===== src/rtl/spdif_monitor_pkg.sv =====
// spdif_monitor_pkg: shared constants and helpers for the S/PDIF input monitor.
// Holds the channel-select width function, the legal parameter ranges and
// the Mode encoding used by spdif_input_monitor and spdif_channel_filter.
package spdif_monitor_pkg;

  // Legal configuration ranges.
  localparam int MAX_CHANNELS   = 8;
  localparam int MIN_FILTER_LEN = 2;
  localparam int MAX_FILTER_LEN = 15;

  // Mode input encoding.
  localparam logic MODE_WINDOW = 1'b0;
  localparam logic MODE_PASS   = 1'b1;

  // Width of the channel-select bus; a single channel still needs one bit.
  function automatic int sel_width(input int channels);
    return (channels > 1) ? $clog2(channels) : 1;
  endfunction

endpackage


===== src/rtl/spdif_channel_filter.sv =====
// spdif_channel_filter: per-pin front end of the S/PDIF monitor.
// Two-flop synchroniser, optional glitch filter (built only when
// SPDIF_INPUT_MONITOR_FILTER_EN is defined) and an activity stretcher that
// keeps Activity high for 2^STRETCH_WIDTH-1 cycles after the last F edge.
module spdif_channel_filter
  import spdif_monitor_pkg::*;
#(
  parameter int FILTER_LEN    = 3,
  parameter int STRETCH_WIDTH = 22
) (
  input  logic Clk,
  input  logic Reset,
  input  logic In,
  output logic F,
  output logic Activity
);

  logic sync_meta;
  logic sync_out;

  // Two-flop synchroniser for the asynchronous pin.
  // NOTE: sequential state uses non-blocking (<=) so every flop samples the
  // pre-edge value of its source, exactly like the hardware it describes.
  always_ff @(posedge Clk or posedge Reset) begin
    if (Reset) begin
      sync_meta <= 1'b0;
      sync_out  <= 1'b0;
    end else begin
      sync_meta <= In;
      sync_out  <= sync_meta;
    end
  end

`ifdef SPDIF_INPUT_MONITOR_FILTER_EN
  localparam int RUN_W = $clog2(MAX_FILTER_LEN);
  localparam logic [RUN_W-1:0] RUN_LAST = RUN_W'(FILTER_LEN - 1);

  logic             f_q;
  logic [RUN_W-1:0] run_cnt;

  // Accept a level change only after FILTER_LEN consecutive differing samples;
  // any sample equal to the current level restarts the run.
  always_ff @(posedge Clk or posedge Reset) begin
    if (Reset) begin
      f_q     <= 1'b0;
      run_cnt <= '0;
    end else if (sync_out == f_q) begin
      run_cnt <= '0;
    end else if (run_cnt == RUN_LAST) begin
      f_q     <= sync_out;
      run_cnt <= '0;
    end else begin
      run_cnt <= run_cnt + 1'b1;
    end
  end

  assign F = f_q;
`else
  // Without the filter FILTER_LEN has no effect; kept for a uniform interface.
  localparam int filter_len_unused = FILTER_LEN;

  assign F = sync_out;
`endif

  logic                     f_d;
  logic [STRETCH_WIDTH-1:0] stretch;

  // Activity stretcher: reload on any F edge, otherwise count down to zero.
  always_ff @(posedge Clk or posedge Reset) begin
    if (Reset) begin
      f_d     <= 1'b0;
      stretch <= '0;
    end else begin
      f_d <= F;
      if (F != f_d) begin
        stretch <= '1;
      end else if (stretch != '0) begin
        stretch <= stretch - 1'b1;
      end
    end
  end

  assign Activity = (stretch != '0);

endmodule


===== src/rtl/spdif_input_monitor.sv =====
// spdif_input_monitor: multi-channel S/PDIF input front-end.
// Routes one filtered channel (select latched at window boundaries) to a
// true/complement output pair, windowed (Mode 0) or passed through (Mode 1),
// counts edges per 2^DIV_WIDTH-cycle window and exposes per-channel activity.
// Optional glitch filter: define SPDIF_INPUT_MONITOR_FILTER_EN.
module spdif_input_monitor
  import spdif_monitor_pkg::*;
#(
  parameter int  CHANNELS      = 1,
  parameter int  DIV_WIDTH     = 27,
  parameter int  CNT_WIDTH     = 16,
  parameter int  FILTER_LEN    = 3,
  parameter int  STRETCH_WIDTH = 22,
  localparam int SEL_W         = sel_width(CHANNELS)
) (
  input  logic                 Clk,
  input  logic                 Reset,
  input  logic [CHANNELS-1:0]  In,
  input  logic [SEL_W-1:0]     Sel,
  input  logic                 Mode,
  output logic                 Out,
  output logic                 nOut,
  output logic                 Strobe,
  output logic [CNT_WIDTH-1:0] Edge_Count,
  output logic                 Count_Valid,
  output logic [CHANNELS-1:0]  Activity
);

  // Keep the filter length inside the range its run counter can represent.
  localparam int FILTER_LEN_C = (FILTER_LEN < MIN_FILTER_LEN) ? MIN_FILTER_LEN :
                                (FILTER_LEN > MAX_FILTER_LEN) ? MAX_FILTER_LEN :
                                FILTER_LEN;

  logic [CHANNELS-1:0] f;

  for (genvar i = 0; i < CHANNELS; i++) begin : g_chan
    spdif_channel_filter #(
      .FILTER_LEN    (FILTER_LEN_C),
      .STRETCH_WIDTH (STRETCH_WIDTH)
    ) u_chan (
      .Clk      (Clk),
      .Reset    (Reset),
      .In       (In[i]),
      .F        (f[i]),
      .Activity (Activity[i])
    );
  end

  logic [DIV_WIDTH-1:0] win_cnt;

  // Free-running window counter; Strobe marks its last cycle.
  always_ff @(posedge Clk or posedge Reset) begin
    if (Reset) begin
      win_cnt <= '0;
    end else begin
      win_cnt <= win_cnt + 1'b1;
    end
  end

  assign Strobe = &win_cnt;

  logic [SEL_W-1:0] sel_q;
  logic [SEL_W-1:0] sel_next;

  // Next selected channel: only moves on Strobe, out-of-range falls back to 0.
  // NOTE: every output of an always_comb gets a default first, so no path
  // leaves it unassigned and no latch is inferred.
  always_comb begin
    sel_next = sel_q;
    if (Strobe) begin
      if (int'(Sel) < CHANNELS) begin
        sel_next = Sel;
      end else begin
        sel_next = '0;
      end
    end
  end

  // Select latch.
  always_ff @(posedge Clk or posedge Reset) begin
    if (Reset) begin
      sel_q <= '0;
    end else begin
      sel_q <= sel_next;
    end
  end

  logic f_sel;
  logic f_new;

  assign f_sel = f[sel_q];
  assign f_new = f[sel_next];

  logic out_load;

  // Output registers load every cycle in passthrough, only on Strobe when windowed.
  always_comb begin
    out_load = Strobe;
    case (Mode)
      MODE_WINDOW: out_load = Strobe;
      MODE_PASS:   out_load = 1'b1;
      default:     out_load = Strobe;
    endcase
  end

  // True/complement output pair.
  always_ff @(posedge Clk or posedge Reset) begin
    if (Reset) begin
      Out  <= 1'b0;
      nOut <= 1'b1;
    end else if (out_load) begin
      Out  <= f_sel;
      nOut <= ~f_sel;
    end
  end

  logic                 hist;
  logic                 edge_now;
  logic [CNT_WIDTH-1:0] acc;
  logic [CNT_WIDTH-1:0] acc_inc;

  assign edge_now = f_sel ^ hist;
  assign acc_inc  = (edge_now && (acc != '1)) ? acc + 1'b1 : acc;

  // Edge accumulator. The history register tracks the channel that will be
  // selected next cycle, so a select switch alone never looks like an edge.
  always_ff @(posedge Clk or posedge Reset) begin
    if (Reset) begin
      hist        <= 1'b0;
      acc         <= '0;
      Edge_Count  <= '0;
      Count_Valid <= 1'b0;
    end else begin
      hist        <= f_new;
      Count_Valid <= Strobe;
      if (Strobe) begin
        Edge_Count <= acc_inc;
        acc        <= '0;
      end else begin
        acc <= acc_inc;
      end
    end
  end

endmodule


===== config.mk =====
export PLATFORM = sky130hd
export DESIGN_NAME = spdif_input_monitor
export DESIGN_NICKNAME = d
export VERILOG_FILES = /design/src/rtl/spdif_monitor_pkg.sv /design/src/rtl/spdif_channel_filter.sv /design/src/rtl/spdif_input_monitor.sv
export SDC_FILE = /design/constraint.sdc
export NUM_CORES = 1
export LEC_CHECK = 0
export BUFFER_PORTS_ARGS = -buffer_cell sky130_fd_sc_hd__buf_2
export CAP_MARGIN = 20
export CORE_AREA = 5 5 97 144
export DETAILED_ROUTE_END_ITERATION = 10
export DIE_AREA = 0 0 102 149
export PLACE_DENSITY = 0.54
export SETUP_SLACK_MARGIN = 0.05
export SLEW_MARGIN = 40
export SYNTH_ARGS = -nofsm -noshare
export SYNTH_HDL_FRONTEND = slang
export SYNTH_SLANG_ARGS = --single-unit

===== constraint.sdc =====
create_clock -name Clk -period 2.8 [get_ports Clk]
set_clock_uncertainty 0.05 [all_clocks]
set_input_delay 0.56 -clock Clk [delete_from_list [all_inputs] [get_ports Clk]]
set_output_delay 0.56 -clock Clk [all_outputs]
set_load 0.02 [all_outputs]

# --- Word level (Yosys, flattened, before mapping) ---
# Index checks and enable logic that the tools add are counted.
op_classes:
  n_addsub: 3
  magnitude_cmp: 3
  eq_ne: 2
  mux: 9
  bitwise: 3
  reduce_logical: 4
ops:
  columns: ["cell", "count"]
  rows:
  - ["2-to-1 mux 22 bit", 2]
  - ["2-to-1 mux 16 bit", 2]
  - ["adder 27 x 1 -> 27 bit, second input constant", 1]
  - ["AND reduction 27 bit", 1]
  - ["nonzero test 22 bit", 1]
  - ["subtractor 22 x 1 -> 22 bit, second input constant", 1]
  - ["adder 16 x 1 -> 16 bit, second input constant", 1]
  - ["!= test 16 bit, second input constant", 1]
  - ["2-to-1 mux 1 bit", 4]
  - ["less-than comparator 1 bit, second input constant", 3]
  - ["inverter 1 bit", 2]
  - ["case mux 1 bit (2 select lines)", 1]
  - ["nonzero test 2 bit", 1]
  - ["logical AND 1 bit", 1]
  - ["!= test 1 bit", 1]
  - ["bitwise XOR 1 bit", 1]
word_totals:
  register_bits: 89
  in_bits: 5
  out_inout_bits: 21
  wordCells: 36

# --- Logic depth before layout (Yosys ltp) ---
# Gate-level depths: netlist (run 1).
logic_depth:
  ltp_word: 6
  ltp_mapped: 8

# --- By module ---
# A second synthesis (run 1) with hierarchy kept.
unflattened:
  hier_cells: 415
  area_unflattened_um2: 4211.5
by_module_without_submodules:
  columns: ["mod", "n_inst", "cells_each", "area_per_inst_um2"]
  rows:
  - ["spdif_input_monitor", 1, 265, 2800.2]
  - ["spdif_channel_filter", 1, 150, 1411.4]

# --- Least setup slack after synthesis (run 1) ---
# No wires, ideal clock.
synth_timing:
  kind: "reg-to-output"
  start: "register g_chan[0].u_chan.stretch[0]"
  end: "output Activity"
  t_arrival_ps: 1921
  t_required_ps: 2190
  setup_slack_ps: 269
  stages_incl_launch_ff: 8
  path_cell_list: "dfrtp_1 inv_1 ha_1 clkbuf_2 nor4b_1 and3_1 buf_4 nand2_1"
synth_via:
  elab_chain_cells: 1
synth_lines:
  columns: ["element", "line_no", "text"]
  rows:
  - ["from (decl)", "spdif_channel_filter.sv:66", "logic [STRETCH_WIDTH-1:0] stretch;"]
  - ["from (signal assigned)", "spdif_channel_filter.sv:78", "stretch <= stretch - 1'b1;"]
  - ["nonzero test 22 bit", "spdif_channel_filter.sv:83", "assign Activity = (stretch != '0);"]
  - ["to (decl)", "spdif_input_monitor.sv:26", "output logic [CHANNELS-1:0] Activity"]
# No other way between the ends.

# --- Worst setup path after layout (run 1) ---
# Ends and elaborated chain as after synthesis.

==> summary.txt, run 1 <==
Run status
  • Outcome: completed

Route
  • Antenna viol nets, final: 0
  • Via density per instance: about 5.4
  • Routed wire per std cell: between 15 and 20 µm
  • DRT iter0 DRCs: 132
  • Drt first pass iters: 4
  • DRC viols: 0
  • DRT Wirelength: 9.79 mm
  • Vias after detailed routing: 3356

Place
  • # port buffers: 24
  • Dpl cell area: between 4000 and 5000 µm²
  • Number of instances in the placed design: 603
  • Routability cong.: approximately 0.8
  • Hpwl dp: between 6 and 7 mm

CTS
  • Reg clk slew, reported paths: roughly 0.06 ns
  • Clk buf depth: 2
  • Hold buffer count at cts: 0
  • H-tree depth: 3
  • Post-CTS Setup Bufs: 0
  • Post-CTS sizing: 0
  • Clk_lat worst skew: 0.34 ns
  • Root Driver: clkbuf_16
  • Number of buffers created by CTS: 9
  • CTS tree: built
  • TritonCTS Sinks: a little under 90

Setup path
  • Critical Path RT: roughly 2.2 ns
  • RR Endpoint: Edge_Count[0]
  • Crit path DAT: approximately 2.0 ns
  • CP startpoint kind: register
  • Crit-path max FO: 9
  • Setup crit end: Activity
  • FF-to-FF path depth: 5
  • Flop2flop setup slack: approximately 0.53 ns
  • Critical Path Source: g_chan[0].u_chan.stretch[0]
  • CP Class: register to primary output
  • Worst r2r src: acc[0]
  • CP endpoint kind: primary output

STA
  • Worst-margin pin slew: about 0.66 ns
  • Fmax: around 380 MHz
  • Final Hold Viols: 0
  • RSZ-0062 raised after global routing: no
  • Final worst path period share: 93.4%
  • Final setup TNS: 0 ns
  • Post-layout min period: about 2.6 ns
  • Headroom to the max-slew limit: 55.7%
  • Final Max Slew Viols: 0
  • Final setup violation count: 0
  • Hold slack final: roughly 0.24 ns

Layout
  • Area grow syn2layout: 17.7%
  • Ant diodes: 0
  • Final instance area: ~5100 µm²
  • Layout Cells excl Fill: a little over 600
  • Nets: around 470
  • Fraction of layout cells with a size suffix above 1: ~16%

Synth
  • Synth Cell Area: between 4000 and 5000 µm²
  • Distinct cell type count after synthesis: 50
  • Yosys reg bits: 87
  • Most common cell in the synthesized netlist: dfrtp_1
  • Mapped Nets: 430
  • Async SR Flop Fraction: 100%
  • EDFF count, synth: 0
  • Mapped Cells: about 420
  • Sequential area share after synthesis: between 50% and 60%
  • Ranking of synthesized cells by area: dfrtp_1 (50%), xnor2_1 (4.5%), mux2i_1 (3.5%)
  • Ys Warns: 0
  • Synth top cells by count: dfrtp_1 (86), nor2_1 (33), a21oi_1 (27)
  • Syn avg cell area: just over 10 µm²
  • Primary FF master, synth: dfrtp_1
  • Synth top area share: 50.1%
  • Cell taking the most area after synthesis: dfrtp_1

Floorplanning
  • Core area: between 10000 and 15000 µm²
  • Std cell rows: 50
  • Initial Utilization: 34.5%
  • Die area: 15200 µm²
  • Die Y: about 150 µm
  • IO Count: 26
  • Die W: ~100 µm

Global route
  • Antenna violations before repair: 0
  • Largest net degree at the start of global routing: 64
  • Global-route wire length before repair: ~16 mm
  • Gr usage total: 13.6%
  • Vias in the first global route: 3387
  • Grt ovf: 0

Power
  • Leakage: roughly 2 nW
  • Maximum VDD drop: 0.000281 V
  • Power density over the cells: roughly 610 nW/µm²

Hold path
  • Hold crit path type: input pin to asynchronous set/reset pin

Job
  • Max-cap viol count: 0
## cell type report
type | instances | area, µm²
Timing Repair Buffer | 40 | 253
Sequential cell | 87 | 2180
Inverter | 11 | 45.0
Clock buffer | 12 | 267
Fill cell | 1245 | 7400
Multi-Input combinational cell | 309 | 2020
Tap cell | 156 | 195
Clock inverter | 4 | 98.8
## layout by cell type (no fill, tap or decap), types with 4 or more instances in the layout
cell | netlist | layout
nor4_1 | 5 | 5
nor2_1 | 33 | 33
mux2i_1 | 15 | 15
a21oi_1 | 27 | 27
and3_1 | 5 | 5
and2_1 | 12 | 12
nand4_1 | 21 | 21
or4_1 | 5 | 5
buf_2 | 4 | 24
nand2_1 | 19 | 19
clkbuf_16 | 0 | 9
and4_1 | 10 | 10
o31ai_1 | 5 | 5
a31oi_1 | 11 | 11
xnor2_1 | 22 | 21
a211oi_1 | 9 | 9
o41ai_1 | 4 | 4
dfrtp_1 | 86 | 86
o21ai_0 | 17 | 17
xor2_1 | 6 | 6
inv_1 | 11 | 10
or3_1 | 7 | 7
or2_2 | 4 | 4
buf_4 | 1 | 15
nand3_1 | 26 | 26
nor3_1 | 12 | 12
## worst min path at each step
stage	slack, ns	to	start
after floorplan	0.28	g_chan[0].u_chan.F	g_chan[0].u_chan.sync_meta
after global placement	0.30	g_chan[0].u_chan.F	g_chan[0].u_chan.sync_meta
after detailed placement	0.30	g_chan[0].u_chan.F	g_chan[0].u_chan.sync_meta
after CTS	0.25	win_cnt[10]	Reset
after global routing	0.26	g_chan[0].u_chan.sync_meta	In
final	0.24	win_cnt[10]	Reset
## per-layer routing
metal	wire length, µm	GRT usage (%)
met5	0	0
met4	126	4.99
met3	282	2.99
met2	5170	23.6
met1	4220	16.1
## state kept, by name, summed over array words and instances (netlist names)
register / flops
Out: 1
g_chan.u_chan.stretch: 22
nOut: 1
Edge_Count: 16
g_chan.u_chan.sync_meta: 1
g_chan.u_chan.F: 1
hist: 1
Count_Valid: 1
win_cnt: 27
acc: 16
## critical path, cell delays in order (launching register included)
cell     delay (ns)
dfrtp_1        0.42
inv_1          0.09
ha_1           0.35
nor4b_1        0.35
and3_1         0.24
nand2_1        0.06
buf_2          0.15
## power by group
part	switching (mW)	internal [mW]	total, mW	leakage (nW)
clock network	0.502	0.949	1.45	0.179
logic	0.153	0.0934	0.247	0.758
registers	0.0738	1.31	1.38	1.07
## metrics by stage
stage                     setup WS, ns  utilization, %  power, mW
final                            0.185            40.6       3.08
after CTS                        0.165            40.6       3.13
after global routing            0.0510            40.6       3.22
after floorplan                  0.269               -       1.58
after detailed placement         0.541            37.6       1.66
after global placement           0.572            37.6       1.65
## cells by family (layout without fill, tap and decap cells)
logic type	after synthesis	in the layout	synth area share [%]
AOI/OAI and AO/OA	86	86	13.1
xor gates and xnor gates	28	28	5.71
adders and majority gates	3	3	0.874
buffers and inverters	26	67	2.51
DFF	87	87	50.7
muxes	18	18	4.28
and+or+nand+nor	174	174	22.8
Power figures use the tool's default switching activity.
==> run 2, diff against run 1 <==
PLACE_DENSITY = default   (was 0.54)
clock period = 2.9 ns   (was 2.8 ns; I/O delays follow)
==> summary.txt, run 2 (synthesis results as in run 1) <==
Setup path
  • Delay-heaviest family, CP: simple AND/OR/NAND/NOR gates (unchanged)
  • CP startpoint kind: register (unchanged)
  • CP max-delay cell: dfrtp_1 (unchanged)
  • Crit path cell chain: inv_1 > ha_1 > nor4b_1 > buf_4 > and3_1 > nand2_1 > buf_2 (was inv_1 > ha_1 > nor4b_1 > and3_1 > nand2_1 > buf_2)
  • Crit-path max FO: 9 (unchanged)
  • Critical Path RT: 2.27 ns (was 2.19 ns)
  • CP Class: register to primary output (unchanged)
  • Worst path bufs/invs: 3 (was 2)
  • CP endpoint kind: primary output (unchanged)
  • Max stage delay on crit path: 0.41 ns (was 0.42 ns)
  • Crit path DAT: 2.03 ns (was 2.00 ns)

Route
  • Drt first pass iters: 5 (was 4)
  • Routed wire per std cell: 15.5 µm (was 15.8 µm)
  • DRT Wirelength: 9.56 mm (was 9.79 mm)
  • Vias after detailed routing: 3341 (was 3356)
  • DRC viols: 0 (unchanged)
  • Via density per instance: 5.42 (about the same)
  • DRT iter0 DRCs: 148 (was 132)
  • Antenna viol nets, final: 0 (unchanged)

STA
  • RSZ-0062 raised after global routing: no (unchanged)
  • Post-layout min period: 2.66 ns
  • Final worst path period share: approximately nine tenths
  • Headroom to the max-slew limit: 62.3% (was 55.7%)
  • Fmax: approximately 380 MHz
  • Hold slack final: 0.228 ns (was 0.238 ns)
  • Worst-margin pin slew: 0.563 ns (was 0.662 ns)
  • Final Hold Viols: 0 (unchanged)
  • Final setup TNS: 0 ns (unchanged)
  • Final Max Slew Viols: 0 (unchanged)
  • Final setup violation count: 0 (unchanged)

Floorplanning
  • Initial Utilization: 34.5% (unchanged)
  • Die area: 15200 µm² (unchanged)
  • IO Count: 26 (unchanged)
  • Die Y: 149 µm (unchanged)
  • Die W: 102 µm (unchanged)
  • Core area: 12400 µm² (unchanged)
  • Std cell rows: 50 (unchanged)

CTS
  • Clk buf depth: 2 (unchanged)
  • Root Driver: clkbuf_16 (unchanged)
  • TritonCTS Sinks: 87 (unchanged)
  • Reg clk slew, reported paths: 0.06 ns (about the same)
  • Post-CTS Setup Bufs: 0 (unchanged)
  • Number of buffers created by CTS: 9 (unchanged)
  • Clk_lat worst skew: 0.34 ns (about the same)
  • Post-CTS sizing: 0 (unchanged)
  • CTS tree: built (unchanged)
  • H-tree depth: 3 (unchanged)
  • Hold buffer count at cts: 0 (unchanged)

Global route
  • Grt ovf: 0 (unchanged)
  • Antenna violations before repair: 0 (unchanged)
  • Gr usage total: 13.2% (was 13.6%)
  • Vias in the first global route: 3301 (was 3387)
  • Global-route wire length before repair: 16.1 mm (was 16.5 mm)
  • Largest net degree at the start of global routing: 35 (was 64)

Layout
  • Fill cells: 1214 (was 1245)
  • Biggest regs: win_cnt x27, g_chan.u_chan.stretch x22 (unchanged)
  • Commonest non-fill, non-tap cell in the layout: dfrtp_1 (unchanged)
  • Most flops, register: win_cnt (unchanged)
  • Fraction of layout cells with a size suffix above 1: 14.8% (was 15.6%)
  • Max reg flops: 27 (unchanged)
  • Final instance area: 4990 µm² (was 5050 µm²)
  • Nets: 464 (was 466)
  • Commonest non-fill, non-tap cells in the layout: dfrtp_1 (86), nor2_1 (33), a21oi_1 (27), nand3_1 (26), buf_2 (24) (unchanged)
  • Ant diodes: 0 (unchanged)
  • Area grow syn2layout: 16.3% (was 17.7%)
  • Fin util: 40.1% (was 40.6%)

Power
  • Final Power: 2.78 mW (was 3.08 mW)
  • Maximum VDD drop: 0.000219 V (was 0.000281 V)
  • Power density over the cells: 556 nW/µm² (was 610 nW/µm²)
  • Leakage: 1.97 nW (was 2.00 nW)

Hold path
  • Hold crit path type: input pin to asynchronous set/reset pin (unchanged)

Place
  • Dpl cell area: 4680 µm² (was 4690 µm²)
  • # port buffers: 24 (unchanged)
  • Hpwl dp: 6.69 mm (was 6.65 mm)
  • Routability cong.: 0.875 (was 0.799)

Run status
  • Outcome: completed (unchanged)

Job
  • Max-cap viol count: 0 (unchanged)
[run 2: cell count changes in the layout (fill, tap and decap cells not counted), sizes merged]
| cell | delta |
|---|---|
| buf | -2 |
| bufinv | -2 |
| clkbuf | +1 |
| clkinv | +1 |
| inv | -1 |
[run 2: area by class of cell]
type,count,area (µm²),share of cell area (%)
Clock buffer,13,270,5.41
Timing Repair Buffer,38,250,5.01
Multi-Input combinational cell,309,2020,40.4
Inverter,11,45.0,0.902
Sequential cell,87,2180,43.6
Tap cell,156,195,3.91
Clock inverter,2,38.8,0.777
[run 2: worst reg2reg max path, cell delays in order, from the launching register on]
cell and delay [ns]:
dfrtp_1 0.41, inv_1 0.09, ha_1 0.33, nor4b_1 0.28, buf_4 0.19, and3_1 0.17, buf_4 0.18, a21oi_1 0.08
a311o_1 0.31
[run 2: stage by stage]
stage                     worst slack, ns  cells
after floorplan                     0.349    422
after global placement              0.609    601
after detailed placement            0.619    601
after CTS                           0.240    616
after global routing                0.140    616
final                               0.238    616
[run 2: where the power goes]
group	internal, mW	leakage (nW)	total, mW	switching, mW
clock	0.736	0.152	1.20	0.466
combinational	0.0910	0.751	0.244	0.153
sequential	1.27	1.07	1.33	0.0673
[run 2: final timing paths]
| check | startpoint | slack (ns) | endpoint | cells past startpoint |
|---|---|---|---|---|
| worst max-delay path | g_chan[0].u_chan.stretch[0] | 0.24 | Activity | 7 |
| worst min-delay path | Reset | 0.23 | win_cnt[26] | 2 |
| worst max register to register | g_chan[0].u_chan.stretch[0] | 0.70 | g_chan[0].u_chan.stretch[1] | 8 |
| worst min register to register | g_chan[0].u_chan.sync_meta | 0.30 | g_chan[0].u_chan.F | 0 |
| max in group asynchronous | Reset | 1.76 | g_chan[0].u_chan.stretch[1] | 3 |
| min in group Clk | g_chan[0].u_chan.sync_meta | 0.30 | g_chan[0].u_chan.F | 0 |
[run 2: routing by layer]
metal / share of wire (%) / track usage (%) / routed length, µm / vias up
li1: - / - / - / 1648
met1: 45 / 16.3 / 4280 / 1631
met2: 51 / 22.7 / 4830 / 51
met3: 3.1 / 2.25 / 298 / 11
met4: 1.5 / 4.92 / 146 / 0
met5: 0 / 0 / 0 / -
==> run 3, diff against run 2 <==
RECOVER_POWER = 25   (was default)
==> summary.txt, run 3 (synthesis results as in run 1) <==
Run status
  • Outcome: completed (unchanged)

Route
  • Via density per instance: 5.42 (about the same)
  • Vias after detailed routing: 3336 (was 3341)
  • Drt first pass iters: 4 (was 5)
  • Antenna viol nets, final: 0 (unchanged)
  • DRC viols: 0 (unchanged)
  • Routed wire per std cell: 15.5 µm (about the same)
  • DRT iter0 DRCs: 148 (unchanged)
  • DRT Wirelength: 9.55 mm (was 9.56 mm)

Layout
  • Nets: 464 (unchanged)
  • Area grow syn2layout: 16.1% (was 16.3%)
  • Ant diodes: 0 (unchanged)
  • Biggest regs: win_cnt x27, g_chan.u_chan.stretch x22 (unchanged)
  • Fin util: 40.0% (was 40.1%)
  • Max reg flops: 27 (unchanged)
  • Commonest non-fill, non-tap cell in the layout: dfrtp_1 (unchanged)
  • Most flops, register: win_cnt (unchanged)
  • Commonest non-fill, non-tap cells in the layout: dfrtp_1 (86), nor2_1 (33), a21oi_1 (27), nand3_1 (26), buf_2 (24) (unchanged)
  • Fraction of layout cells with a size suffix above 1: 14.6% (was 14.8%)
  • Final instance area: 4980 µm² (was 4990 µm²)

STA
  • Worst-margin pin slew: 1.40 ns (was 0.563 ns)
  • Final setup TNS: 0 ns (unchanged)
  • Final setup violation count: 0 (unchanged)
  • Fmax: 375 MHz (was 376 MHz)
  • Final setup margin: 0.235 ns (was 0.238 ns)
  • Final Max Slew Viols: 0 (unchanged)
  • Headroom to the max-slew limit: 6.50% (was 62.3%)
  • Final worst path period share: 91.9% (was 91.8%)
  • Final Hold Viols: 0 (unchanged)
  • RSZ-0062 raised after global routing: no (unchanged)
  • Post-layout min period: 2.66 ns (about the same)

CTS
  • Post-CTS sizing: 0 (unchanged)
  • Number of buffers created by CTS: 9 (unchanged)
  • Root Driver: clkbuf_16 (unchanged)
  • H-tree depth: 3 (unchanged)
  • CTS tree: built (unchanged)
  • Clk_lat worst skew: 0.34 ns (about the same)
  • Reg clk slew, reported paths: 0.06 ns (about the same)
  • Hold buffer count at cts: 0 (unchanged)
  • Clk buf depth: 2 (unchanged)
  • Post-CTS Setup Bufs: 0 (unchanged)
  • TritonCTS Sinks: 87 (unchanged)

Global route
  • Largest net degree at the start of global routing: 35 (unchanged)
  • Gr usage total: 13.2% (unchanged)
  • Global-route wire length before repair: 16.1 mm (unchanged)
  • Antenna violations before repair: 0 (unchanged)
  • Grt ovf: 0 (unchanged)
  • Vias in the first global route: 3301 (unchanged)

Floorplanning
  • IO Count: 26 (unchanged)
  • Initial Utilization: 34.5% (unchanged)
  • Std cell rows: 50 (unchanged)
  • Die Y: 149 µm (unchanged)
  • Die area: 15200 µm² (unchanged)
  • Core area: 12400 µm² (unchanged)
  • Die W: 102 µm (unchanged)

Setup path
  • Max stage delay on crit path: 0.41 ns (about the same)
  • CP startpoint kind: register (unchanged)
  • Crit path cell chain: inv_1 > ha_1 > nor4b_1 > buf_4 > and3_1 > nand2_1 > buf_2 (unchanged)
  • CP Class: register to primary output (unchanged)
  • Critical Path RT: 2.27 ns (about the same)
  • Worst r2r src: g_chan[0].u_chan.stretch[0] (unchanged)
  • Worst path bufs/invs: 3 (unchanged)
  • Crit path DAT: 2.03 ns (about the same)
  • CP max-delay cell: dfrtp_1 (unchanged)
  • Crit-path max FO: 9 (unchanged)
  • CP endpoint kind: primary output (unchanged)
  • Critical Path Source: g_chan[0].u_chan.stretch[0] (unchanged)
  • Delay-heaviest family, CP: simple AND/OR/NAND/NOR gates (unchanged)

Power
  • Final Power: 2.78 mW (about the same)
  • Leakage: 1.97 nW (about the same)
  • Power density over the cells: 557 nW/µm² (was 556 nW/µm²)
  • Maximum VDD drop: 0.000219 V (about the same)

Job
  • Max-cap viol count: 0 (unchanged)

Place
  • Place WS: 0.619 ns (unchanged)
  • Hpwl dp: 6.69 mm (unchanged)
  • Dpl cell area: 4680 µm² (unchanged)
  • # port buffers: 24 (unchanged)
  • Routability cong.: 0.875 (unchanged)

Hold path
  • Hold_sp: g_chan[0].u_chan.sync_meta
  • Hold crit path type: register to register (was input pin to asynchronous set/reset pin)
-- run 3: layout make-up --
cell class | count | area (µm²)
Fill cell | 1215 | 7470
Sequential cell | 87 | 2180
Multi-Input combinational cell | 309 | 2020
Clock buffer | 13 | 270
Timing Repair Buffer | 38 | 243
Tap cell | 156 | 195
Inverter | 11 | 42.5
Clock inverter | 2 | 38.8
-- run 3: worst paths after layout --
path / to / depth (start not counted) / slack (ns)
worst max-delay path: Activity / 7 / 0.24
worst min-delay path: g_chan[0].u_chan.F / 0 / 0.30
worst max register to register: g_chan[0].u_chan.stretch[1] / 8 / 0.70
worst min register to register: g_chan[0].u_chan.F / 0 / 0.30
max in group asynchronous: acc[4] / 3 / 0.65
min in group asynchronous: Out / 2 / 0.36
-- run 3: power by group --
part	total (mW)	switching (mW)	internal [mW]	leakage, nW
sequential	1.33	0.0674	1.27	1.07
clock	1.20	0.466	0.736	0.152
combinational	0.242	0.152	0.0892	0.755
total	2.78	0.686	2.09	1.97
-- run 3: metal layers --
layer	part of all wire, %	global-route usage, %	up-vias
li1	-	-	1644
met1	44	16.3	1630
met4	1.5	4.92	0
met2	51	22.7	51
met3	2.8	2.25	11
met5	0	0	-
-- run 3: stage by stage --
step | hold slack, ns | cells
after detailed placement | 0.285 | 601
after CTS | 0.238 | 616
after global placement | 0.286 | 601
final | 0.298 | 616
after floorplan | 0.281 | 422
after global routing | 0.302 | 616
-- run 3: worst register-to-register path, delay by kind of cell, from the launching register on --
family          cells  cell delay (ns)
buf+inv             3             0.46
simple gates        2             0.45
compound gates      2             0.39
fa+ha+maj           1             0.33
flops               1             0.41
